`src/rtl/gate_sweep_pkg.sv`:
```
// Shared types, sizes and the expected-output rule for the gate sweep sequencer.
// Swapping the gate variant only requires editing expected_out.
package gate_sweep_pkg;

    localparam int unsigned N_VEC = 16;
    localparam int unsigned VEC_W = 4;
    localparam int unsigned ERR_W = 5;

    typedef enum logic [1:0] {
        StIdle,
        StSettle,
        StCheck,
        StDone
    } state_e;

    function automatic logic expected_out(input logic [VEC_W-1:0] v);
        return &v;
    endfunction

endpackage

```
`src/rtl/gate_sweep_ctrl_if.sv`:
```
// Sweep control/status bundle between the sequencer (slave) and its user (master).
interface gate_sweep_ctrl_if;
    import gate_sweep_pkg::*;

    logic             start;
    logic             y_in;
    logic [VEC_W-1:0] abcd;
    logic             busy;
    logic             done;
    logic             pass;
    logic [ERR_W-1:0] err_cnt;
    logic [N_VEC-1:0] fail_vec;

    modport master (
        output start, y_in,
        input  abcd, busy, done, pass, err_cnt, fail_vec
    );

    modport slave (
        input  start, y_in,
        output abcd, busy, done, pass, err_cnt, fail_vec
    );

endinterface

```
`src/rtl/settle_timer.sv`:
```
// Settle counter: counts enabled cycles from a clear; expired marks the last settle cycle.
module settle_timer #(
    parameter int unsigned SETTLE_CYCLES = 2
) (
    input  logic clk,
    input  logic rst,
    input  logic clear,
    input  logic en,
    output logic expired
);

    localparam logic [7:0] LAST = 8'(SETTLE_CYCLES - 1);

    logic [7:0] cnt_q, cnt_d;

    always_comb begin
        cnt_d = cnt_q;
        if (clear) begin
            cnt_d = '0;
        end else if (en) begin
            cnt_d = cnt_q + 8'd1;
        end
    end

    always_ff @(posedge clk or posedge rst) begin
        if (rst) begin
            cnt_q <= '0;
        end else begin
            cnt_q <= cnt_d;
        end
    end

    assign expired = (cnt_q == LAST);

endmodule

```
`src/rtl/gate_sweep_ctrl.sv`:
```
// Clocked sweep of all 16 gate input vectors with per-vector pass/fail capture.
// Optional GATE_SWEEP_STOP_ON_FAIL_EN ends the sweep at the first mismatching vector.
module gate_sweep_ctrl
    import gate_sweep_pkg::*;
#(
    parameter int unsigned SETTLE_CYCLES = 2
) (
    input logic               clk,
    input logic               rst,
    gate_sweep_ctrl_if.slave  bus
);

    state_e           state_q, state_d;
    logic [VEC_W-1:0] abcd_q, abcd_d;
    logic [ERR_W-1:0] err_q, err_d;
    logic [N_VEC-1:0] fail_q, fail_d;
    logic             busy_q, busy_d;
    logic             tmr_clear, tmr_en, tmr_expired;
    logic             mismatch, last_vec;

    settle_timer #(
        .SETTLE_CYCLES(SETTLE_CYCLES)
    ) u_timer (
        .clk    (clk),
        .rst    (rst),
        .clear  (tmr_clear),
        .en     (tmr_en),
        .expired(tmr_expired)
    );

    always_comb begin
        state_d   = state_q;
        abcd_d    = abcd_q;
        err_d     = err_q;
        fail_d    = fail_q;
        tmr_clear = 1'b0;
        tmr_en    = 1'b0;
        mismatch  = (expected_out(abcd_q) != bus.y_in);
        last_vec  = (abcd_q == '1);

        unique case (state_q)
            StIdle: begin
                if (bus.start) begin
                    abcd_d    = '0;
                    err_d     = '0;
                    fail_d    = '0;
                    tmr_clear = 1'b1;
                    state_d   = StSettle;
                end
            end
            StSettle: begin
                tmr_en = 1'b1;
                if (tmr_expired) begin
                    state_d = StCheck;
                end
            end
            StCheck: begin
                if (mismatch) begin
                    fail_d[abcd_q] = 1'b1;
                    err_d          = err_q + ERR_W'(1);
                end
`ifdef GATE_SWEEP_STOP_ON_FAIL_EN
                if (mismatch || last_vec) begin
`else
                if (last_vec) begin
`endif
                    state_d = StDone;
                end else begin
                    abcd_d    = abcd_q + VEC_W'(1);
                    tmr_clear = 1'b1;
                    state_d   = StSettle;
                end
            end
            StDone: begin
                state_d = StIdle;
            end
            default: begin
                state_d = StIdle;
            end
        endcase

        busy_d = (state_d == StSettle) || (state_d == StCheck);
    end

    always_ff @(posedge clk or posedge rst) begin
        if (rst) begin
            state_q <= StIdle;
            abcd_q  <= '0;
            err_q   <= '0;
            fail_q  <= '0;
            busy_q  <= 1'b0;
        end else begin
            state_q <= state_d;
            abcd_q  <= abcd_d;
            err_q   <= err_d;
            fail_q  <= fail_d;
            busy_q  <= busy_d;
        end
    end

    assign bus.abcd     = abcd_q;
    assign bus.busy     = busy_q;
    assign bus.done     = (state_q == StDone);
    assign bus.pass     = (err_q == '0);
    assign bus.err_cnt  = err_q;
    assign bus.fail_vec = fail_q;

endmodule

```
`src/flat_wrapper.sv`:
```
// flat-port wrapper written by rule: the top's interface ports become plain ports
module gate_sweep_ctrl_flat import gate_sweep_pkg::*;
#(
    parameter int unsigned SETTLE_CYCLES = 2
)
  (clk, rst, bus_start, bus_y_in, bus_abcd, bus_busy, bus_done, bus_pass, bus_err_cnt, bus_fail_vec);
  gate_sweep_ctrl_if bus_i ();
  input logic clk;
  input logic rst;
  input wire logic [$bits(bus_i.start)-1:0] bus_start;
  input wire logic [$bits(bus_i.y_in)-1:0] bus_y_in;
  output wire logic [$bits(bus_i.abcd)-1:0] bus_abcd;
  output wire logic [$bits(bus_i.busy)-1:0] bus_busy;
  output wire logic [$bits(bus_i.done)-1:0] bus_done;
  output wire logic [$bits(bus_i.pass)-1:0] bus_pass;
  output wire logic [$bits(bus_i.err_cnt)-1:0] bus_err_cnt;
  output wire logic [$bits(bus_i.fail_vec)-1:0] bus_fail_vec;
  assign bus_i.start = bus_start;
  assign bus_i.y_in = bus_y_in;
  assign bus_abcd = bus_i.abcd;
  assign bus_busy = bus_i.busy;
  assign bus_done = bus_i.done;
  assign bus_pass = bus_i.pass;
  assign bus_err_cnt = bus_i.err_cnt;
  assign bus_fail_vec = bus_i.fail_vec;
  gate_sweep_ctrl #(.SETTLE_CYCLES(SETTLE_CYCLES)) u_core (.clk(clk), .rst(rst), .bus(bus_i));
endmodule
```
`config.mk`:
```
export PLATFORM = sky130hd
export DESIGN_NAME = gate_sweep_ctrl_flat
export DESIGN_NICKNAME = d
export VERILOG_FILES = /design/src/rtl/gate_sweep_pkg.sv /design/src/rtl/gate_sweep_ctrl_if.sv /design/src/rtl/settle_timer.sv /design/src/rtl/gate_sweep_ctrl.sv /design/src/flat_wrapper.sv
export SDC_FILE = /design/constraint.sdc
export NUM_CORES = 1
export LEC_CHECK = 0
export ABC_AREA = 1
export CORE_MARGIN = 4
export CORE_UTILIZATION = 49
export DETAILED_ROUTE_END_ITERATION = 6
export PLACE_DENSITY = 0.86
export SETUP_SLACK_MARGIN = 0.4
export SKIP_LAST_GASP = 1
export SLEW_MARGIN = 25
export SYNTH_ARGS = -nofsm -noshare
export SYNTH_HDL_FRONTEND = slang
export SYNTH_SLANG_ARGS = --single-unit
```
`constraint.sdc`:
```
create_clock -name clk -period 1.24 [get_ports clk]
set_input_delay 0.124 -clock clk [delete_from_list [all_inputs] [get_ports clk]]
set_output_delay 0.124 -clock clk [all_outputs]
set_load 0.005 [all_outputs]
```
==> results of run 1 <==
routing by layer:
layer	up-vias	wire length, um	track usage, %
met4	0	564	11.87
li1	1092	-	-
met2	253	4198	47.74
met1	1266	3407	38.03
met3	85	918	5.135
met5	-	0	0
power groups by stage:
stage | Clock (mW) | Combinational [mW] | Sequential, mW
CTS | 1.05 | 0.0642 | 1.17
detailed placement | 0 | 0.0581 | 1.20
finish | 1.08 | 0.0685 | 1.17
global placement | 0 | 0.0569 | 1.20
floorplan | 0 | 0.0302 | 1.20
global route | 1.11 | 0.0743 | 1.17
layout make-up:
| type | instances | area (sq um) |
|---|---|---|
| Multi-Input combinational cell | 196 | 1368 |
| Inverter | 33 | 138.9 |
| Tap cell | 50 | 62.56 |
| Fill cell | 212 | 604.3 |
| Timing Repair Buffer | 111 | 925.9 |
| Clock inverter | 3 | 42.54 |
| Sequential cell | 36 | 904.6 |
| Clock buffer | 5 | 68.82 |
layout by cell type, fill, tap and decap left out, types with 2 or more instances in the layout:
master	count
xor2_1	2
clkdlybuf4s50_1	3
a21oi_2	2
nand2_4	8
dfrtp_1	33
clkinvlp_4	3
buf_12	2
nor2_2	3
dfrtp_2	3
buf_6	30
ha_4	5
nand3_4	3
nor2_4	6
buf_2	21
inv_2	4
o21ai_2	4
nor2_1	16
nand4_1	3
nand3_2	25
a21oi_1	17
o21ai_1	2
nor3_2	2
nand2_2	11
inv_1	24
inv_4	3
ha_1	2
buf_4	53
nand2_1	59
nand3_1	19
clkbuf_8	5
timing repair:
item,in CTS,in global routing
hold buffers,0,0
pin swaps,15,6
setup buffers,38,6
gates resized for setup,178,36
setup endpoints to repair,64,64
cloned,1,1
per-stage QoR:
stage	area (sq um)	cells
6_report	3511	434
5_1_grt	3511	434
4_1_cts	3331	427
3_5_place_dp	2785	380
3_3_place_gp	2785	380
2_1_floorplan	2178	271
logic make-up after synthesis:
| family | share of synthesized area (%) |
|---|---|
| simple gates | 37.22 |
| buf+inv | 8.285 |
| flops | 42.01 |
| compound gates | 6.184 |
| fa+ha+maj | 4.668 |
| xor+xnor | 1.634 |
critical path: stages, from the launching register on:
cell and delay [ns]:
dfrtp_1 0.43, ha_4 0.22, inv_4 0.07, nor2_4 0.04, nand2_2 0.09, buf_4 0.15
nand3_2 0.16, nand3_1 0.14, nand2_1 0.08
flip-flops by register name, indices dropped and copies added (netlist names):
register              count
u_core.u_timer.cnt_q      8
u_core.bus.abcd           4
u_core.bus.err_cnt        5
u_core.bus.fail_vec      16
u_core.bus.busy           1
u_core.state_q            2
worst max-delay path by stage:
stage	startpoint	endpoint	slack, ns	cells after the start
floorplan	u_core.bus.abcd[1]$_DFFE_PP0P_	u_core.bus.err_cnt[3]$_DFFE_PP0P_	-0.07	9
global placement	bus_start	u_core.bus.fail_vec[9]$_DFFE_PP0P_	-0.11	5
detailed placement	bus_start	u_core.bus.fail_vec[6]$_DFFE_PP0P_	-0.18	5
CTS	u_core.bus.err_cnt[0]$_DFFE_PP0P_	bus_pass	-0.12	5
global route	u_core.bus.abcd[2]$_DFFE_PP0P_	u_core.bus.fail_vec[12]$_DFFE_PP0P_	-0.30	9
finish	u_core.bus.abcd[1]$_DFFE_PP0P_	u_core.bus.fail_vec[12]$_DFFE_PP0P_	-0.25	8
synth_stat cells (all sizes together):
master	instances	share of area, %
xor2	3	1.2
nand4	3	0.88
o21ai	6	1.4
buf	7	2.3
ha	8	4.7
o21a	1	0.35
a21oi	19	4.4
dfrtp	36	42
nor2	25	4.7
xnor2	1	0.41
clkbuf	1	0.17
nand3	46	16
nor3	4	0.93
inv	33	5.8
nand2	78	15
==> out/metrics.yaml, run 1 <==
clock_network:
  clk_pin_slew_ns: 0.09
  numCtsBuffers: 5
  cts_buffer_depth: 2
  clkSinkCount: 36
  cts_root_buffer: "clkbuf_8"
  cts_tree: "built"
  insertion_delay_ns: 0.31
  htreeDepth: 2
synth:
  syn-cell-area_sq_um: 2145
  avgSynthCellArea_sq_um: 7.913
  synth_nets: 283
  syn_inst: 271
  synth-seq-cells: 36
  yosysWarnings: 0
  seq_area_frac_synth_pct: 42.01
  synth.distinct_cells: 22
power_and_ir_drop:
  total_power_mw: 2.321
  switchingPower_uw: 530.6
  p_leak_nw: 1.746
  power_density_nw_per_um2: 661.1
  combPwrFrac_pct: 2.9
  irDropWorstVdd_uv: 723.8
  clockPowerShare_pct: 46.5
  seqPwrFrac_pct: 50.5
  p_int_mw: 1.791
  switching_share_pct: 22.86
final_layout:
  finalNetCount: 395
  synthToLayoutAreaGrowth_pct: 63.71
  num_antenna_cells: 0
  drive_gt1_share_pct: 52.08
  utilization_pct: 85.31
die:
  die_h_um: 74.16
  pin_count: 32
  die_x_um: 74.16
  coreArea_sq_um: 4115
  rows: 23
  start_util_pct: 52.11
  die_area_sq_um: 5499
outcome:
  failed_checks: "negative setup slack"
  status: "complete, but fails checks"
worst_setup_path:
  critPathKind: "flip-flop to flip-flop"
  end_kind: "flip-flop"
  r2r_cells: 8
  reg2reg_to: "u_core.bus.fail_vec[12]$_DFFE_PP0P_"
  startpoint_type: "flip-flop"
  rrSetupSlack_ns: -0.25
  worstPathArrival_ns: 1.69
  critPathRequiredTime_ns: 1.43
  r2r_start: "u_core.bus.abcd[1]$_DFFE_PP0P_"
  crit_fanout: 6
timing:
  postLayoutSetupSlackWorst_ns: -0.2532
  relSlewSlack_pct: 76.85
  fmax_mhz: 669.7
  timing_hold_violations_final: 0
  setup_viol: 35
  fin_tns_setup_ns: -5.985
  maxSlewViolCount: 0
  timing.final.crit_share_pct: 120.4
  rsz0062_at_grt: "yes"
  finClkSkew_ns: 0.01596
  tightest_slew_ns: 0.3468
  holdWs_ns: 0.2027
  period_needed_ns: 1.493
global_routing:
  grt_pass1_wl_um: 11980
  overflow: 0
  grt.total_usage_pct: 29.09
  grt_antenna_before_repair: 0
  grt_max_degree: 37
  grt_pass1_vias: 2390
run:
  cap_viol_max_count: 0
placement:
  place.gp.congestion: 0.8605
  io_buffers: 31
  dp_hpwl_um: 3823
  preCtsSetupSlack_ns: -0.1786
drt:
  ant_nets: 0
  drc_errors: 0
  dr.pass1.iters: 6
  vias: 2696
  routed_wl_um: 9087
  drt-initial-drc-count: 393
  via_per_inst: 6.212
  wl_per_cell_um: 20.94
hold_path:
  hp-class: "input pin to asynchronous set/reset pin"
Power figures use the tool's default switching activity.
==> run 2: changes to the inputs <==
- CORE_UTILIZATION: 49 -> 57
- DONT_BUFFER_PORTS: unset -> 1
- PLACE_DENSITY: 0.86 -> 0.85
==> out/metrics.yaml, run 2 (synthesized netlist as in run 1, its figures left out) <==
placement:
  dp_hpwl_um: 3540  # -7.4%
  preCtsSetupSlack_ns: -0.1481  # +0.03047 ns
  io_buffers: 0  # -100%
  dp_cells: 344  # -9.5%
  place.gp.congestion: 0.9222  # +7.2%
timing:
  relSlewSlack_pct: 77.36  # +0.50 points
  fmax_mhz: 683.4  # +2.0%
  timing_hold_violations_final: 0  # unchanged
  tightest_slew_ns: 0.3384  # -0.008413 ns
  timing.final.crit_share_pct: 118.0  # -2.4 points
  period_needed_ns: 1.463  # -0.02998 ns
  setup_viol: 35  # unchanged
  rsz0062_at_grt: "yes"
  postLayoutSetupSlackWorst_ns: -0.2232  # +0.02998 ns
  maxSlewViolCount: 0  # unchanged
  finClkSkew_ns: 0.01033  # -0.005627 ns
drt:
  vias: 2238  # -17%
  wl_per_cell_um: 18.76  # -10%
  dr.pass1.iters: 5  # -1
  drt-initial-drc-count: 300  # -24%
  drc_errors: 0  # unchanged
  ant_nets: 0  # unchanged
  routed_wl_um: 6997  # -23%
  via_per_inst: 6.000  # -3.4%
final_layout:
  final-seq-area_sq_um: 908.4  # +0.41%
  utilization_pct: 81.10  # -4.2 points
  final_common_cell: "nand2_1"
  num_antenna_cells: 0  # unchanged
  drive_gt1_share_pct: 42.15  # -9.9 points
  multiInputGateArea_sq_um: 1284  # -6.1%
  fill_cells: 182  # -14%
  finalNetCount: 337  # -15%
  layout_common_cells: "nand2_1 (61), buf_4 (38), dfrtp_1 (30), inv_1 (24), nand3_2 (24)"
  synthToLayoutAreaGrowth_pct: 38.45
  final-instance-count-excl-fill: 373  # -14%
  largest_register_ffs: 16  # unchanged
worst_setup_path:
  rrSetupSlack_ns: -0.22  # +0.03 ns
  path_common_cell: "nand2_4"
  startpoint_type: "flip-flop"
  path_cells: "ha_4 -> nand3_4 -> buf_4 -> nand2_4 -> nand2_4 -> a21oi_1 -> nor2_1"
  worst_path_max_delay_cell: "dfrtp_1"
  max_stage_delay_ns: 0.40  # -0.03 ns
  critPathRequiredTime_ns: 1.42  # about the same
  worstPathArrival_ns: 1.64  # -0.05 ns
  crit_fanout: 8  # +2
  end_kind: "flip-flop"
  critPathKind: "flip-flop to flip-flop"
outcome:
  status: "complete, but fails checks"
  failed_checks: "negative setup slack"
die:
  coreArea_sq_um: 3661  # -11%
  die_x_um: 69.34  # -6.5%
  pin_count: 32  # unchanged
  die_area_sq_um: 4808  # -13%
  rows: 22  # -4.3%
  die_h_um: 69.34  # -6.5%
  start_util_pct: 58.58  # +6.5 points
clock_network:
  cts_tree: "built"
  insertion_delay_ns: 0.30  # about the same
  clk_pin_slew_ns: 0.07  # -0.02 ns
  numCtsBuffers: 5  # unchanged
  clkSinkCount: 36  # unchanged
  cts_root_buffer: "clkbuf_8"
  htreeDepth: 2  # unchanged
  cts_buffer_depth: 2  # unchanged
global_routing:
  grt.total_usage_pct: 23.71  # -5.4 points
  grt_max_degree: 20  # -46%
  grt_pass1_vias: 1971  # -18%
  grt_antenna_before_repair: 0  # unchanged
  grt_pass1_wl_um: 9183  # -23%
  overflow: 0  # unchanged
power_and_ir_drop:
  p_leak_nw: 1.437  # -18%
  power_density_nw_per_um2: 725.6  # +9.7%
  irDropWorstVdd_uv: 509.6  # -30%
run:
  cap_viol_max_count: 0  # unchanged
hold_path:
  hp-class: "input pin to flip-flop"
[run 2: worst max-delay path, delay by kind of cell (launching register included)]
family	cells	cell delay [ns]
AOI/OAI and AO/OA	1	0.20
adders and majority gates	1	0.20
buffers and inverters	1	0.16
DFF	1	0.40
and+or+nand+nor	4	0.38
[run 2: final timing paths]
kind,from,end,cells past startpoint
max,u_core.bus.abcd[1]$_DFFE_PP0P_,u_core.bus.abcd[3]$_DFFE_PP0P_,7
min,bus_start,u_core.u_timer.cnt_q[4]$_DFFE_PP0P_,3
max reg2reg,u_core.bus.abcd[1]$_DFFE_PP0P_,u_core.bus.abcd[3]$_DFFE_PP0P_,7
min reg2reg,u_core.bus.fail_vec[15]$_DFFE_PP0P_,u_core.bus.fail_vec[15]$_DFFE_PP0P_,2
max in group asynchronous,rst,u_core.bus.fail_vec[11]$_DFFE_PP0P_,3
min in group asynchronous,rst,u_core.u_timer.cnt_q[7]$_DFFE_PP0P_,2
[run 2: stage by stage]
stage	power [mW]	area [sq um]	TNS [ns]	hold WS (ns)
after global routing	2.226	2969	-5.997	0.1578
after floorplan	1.226	2178	-1.435	0.07740
final	2.154	2969	-4.645	0.1534
after global placement	1.243	2450	-2.093	-0.02503
after detailed placement	1.243	2450	-2.784	-0.02437
after CTS	2.142	2724	-2.557	0.1597
[run 2: routing by layer]
layer / routed length (um) / global-route usage (%) / vias to the layer above
met5: 0 / 0 / -
met4: 357 / 9.761 / 0
met3: 752 / 5.942 / 46
met2: 3337 / 37.82 / 177
met1: 2549 / 30.65 / 1037
li1: - / - / 978
[run 2: power by group]
part / total (mW) / internal, mW / switching, mW
Clock: 0.920 / 0.495 / 0.425
Sequential: 1.17 / 1.17 / 0
Combinational: 0.0609 / 0.0176 / 0.0433
[run 2: layout make-up]
cell class / count / share of cell area (%)
tap: 48 / 2.023
multi-input combinational: 196 / 43.24
clock buffer: 7 / 3.245
sequential: 36 / 30.59
timing repair buffer: 53 / 16.27
inverter: 33 / 4.635
[run 2: timing repair]
item                                    in CTS  in global routing
pin swaps                                    8                 10
hold endpoints to repair                    36                  0
endpoints found under the setup margin      60                 62
hold buffers                                 1                  0
resized for setup                           40                 34
gates cloned                                 1                  1
buffers inserted                             7                 12
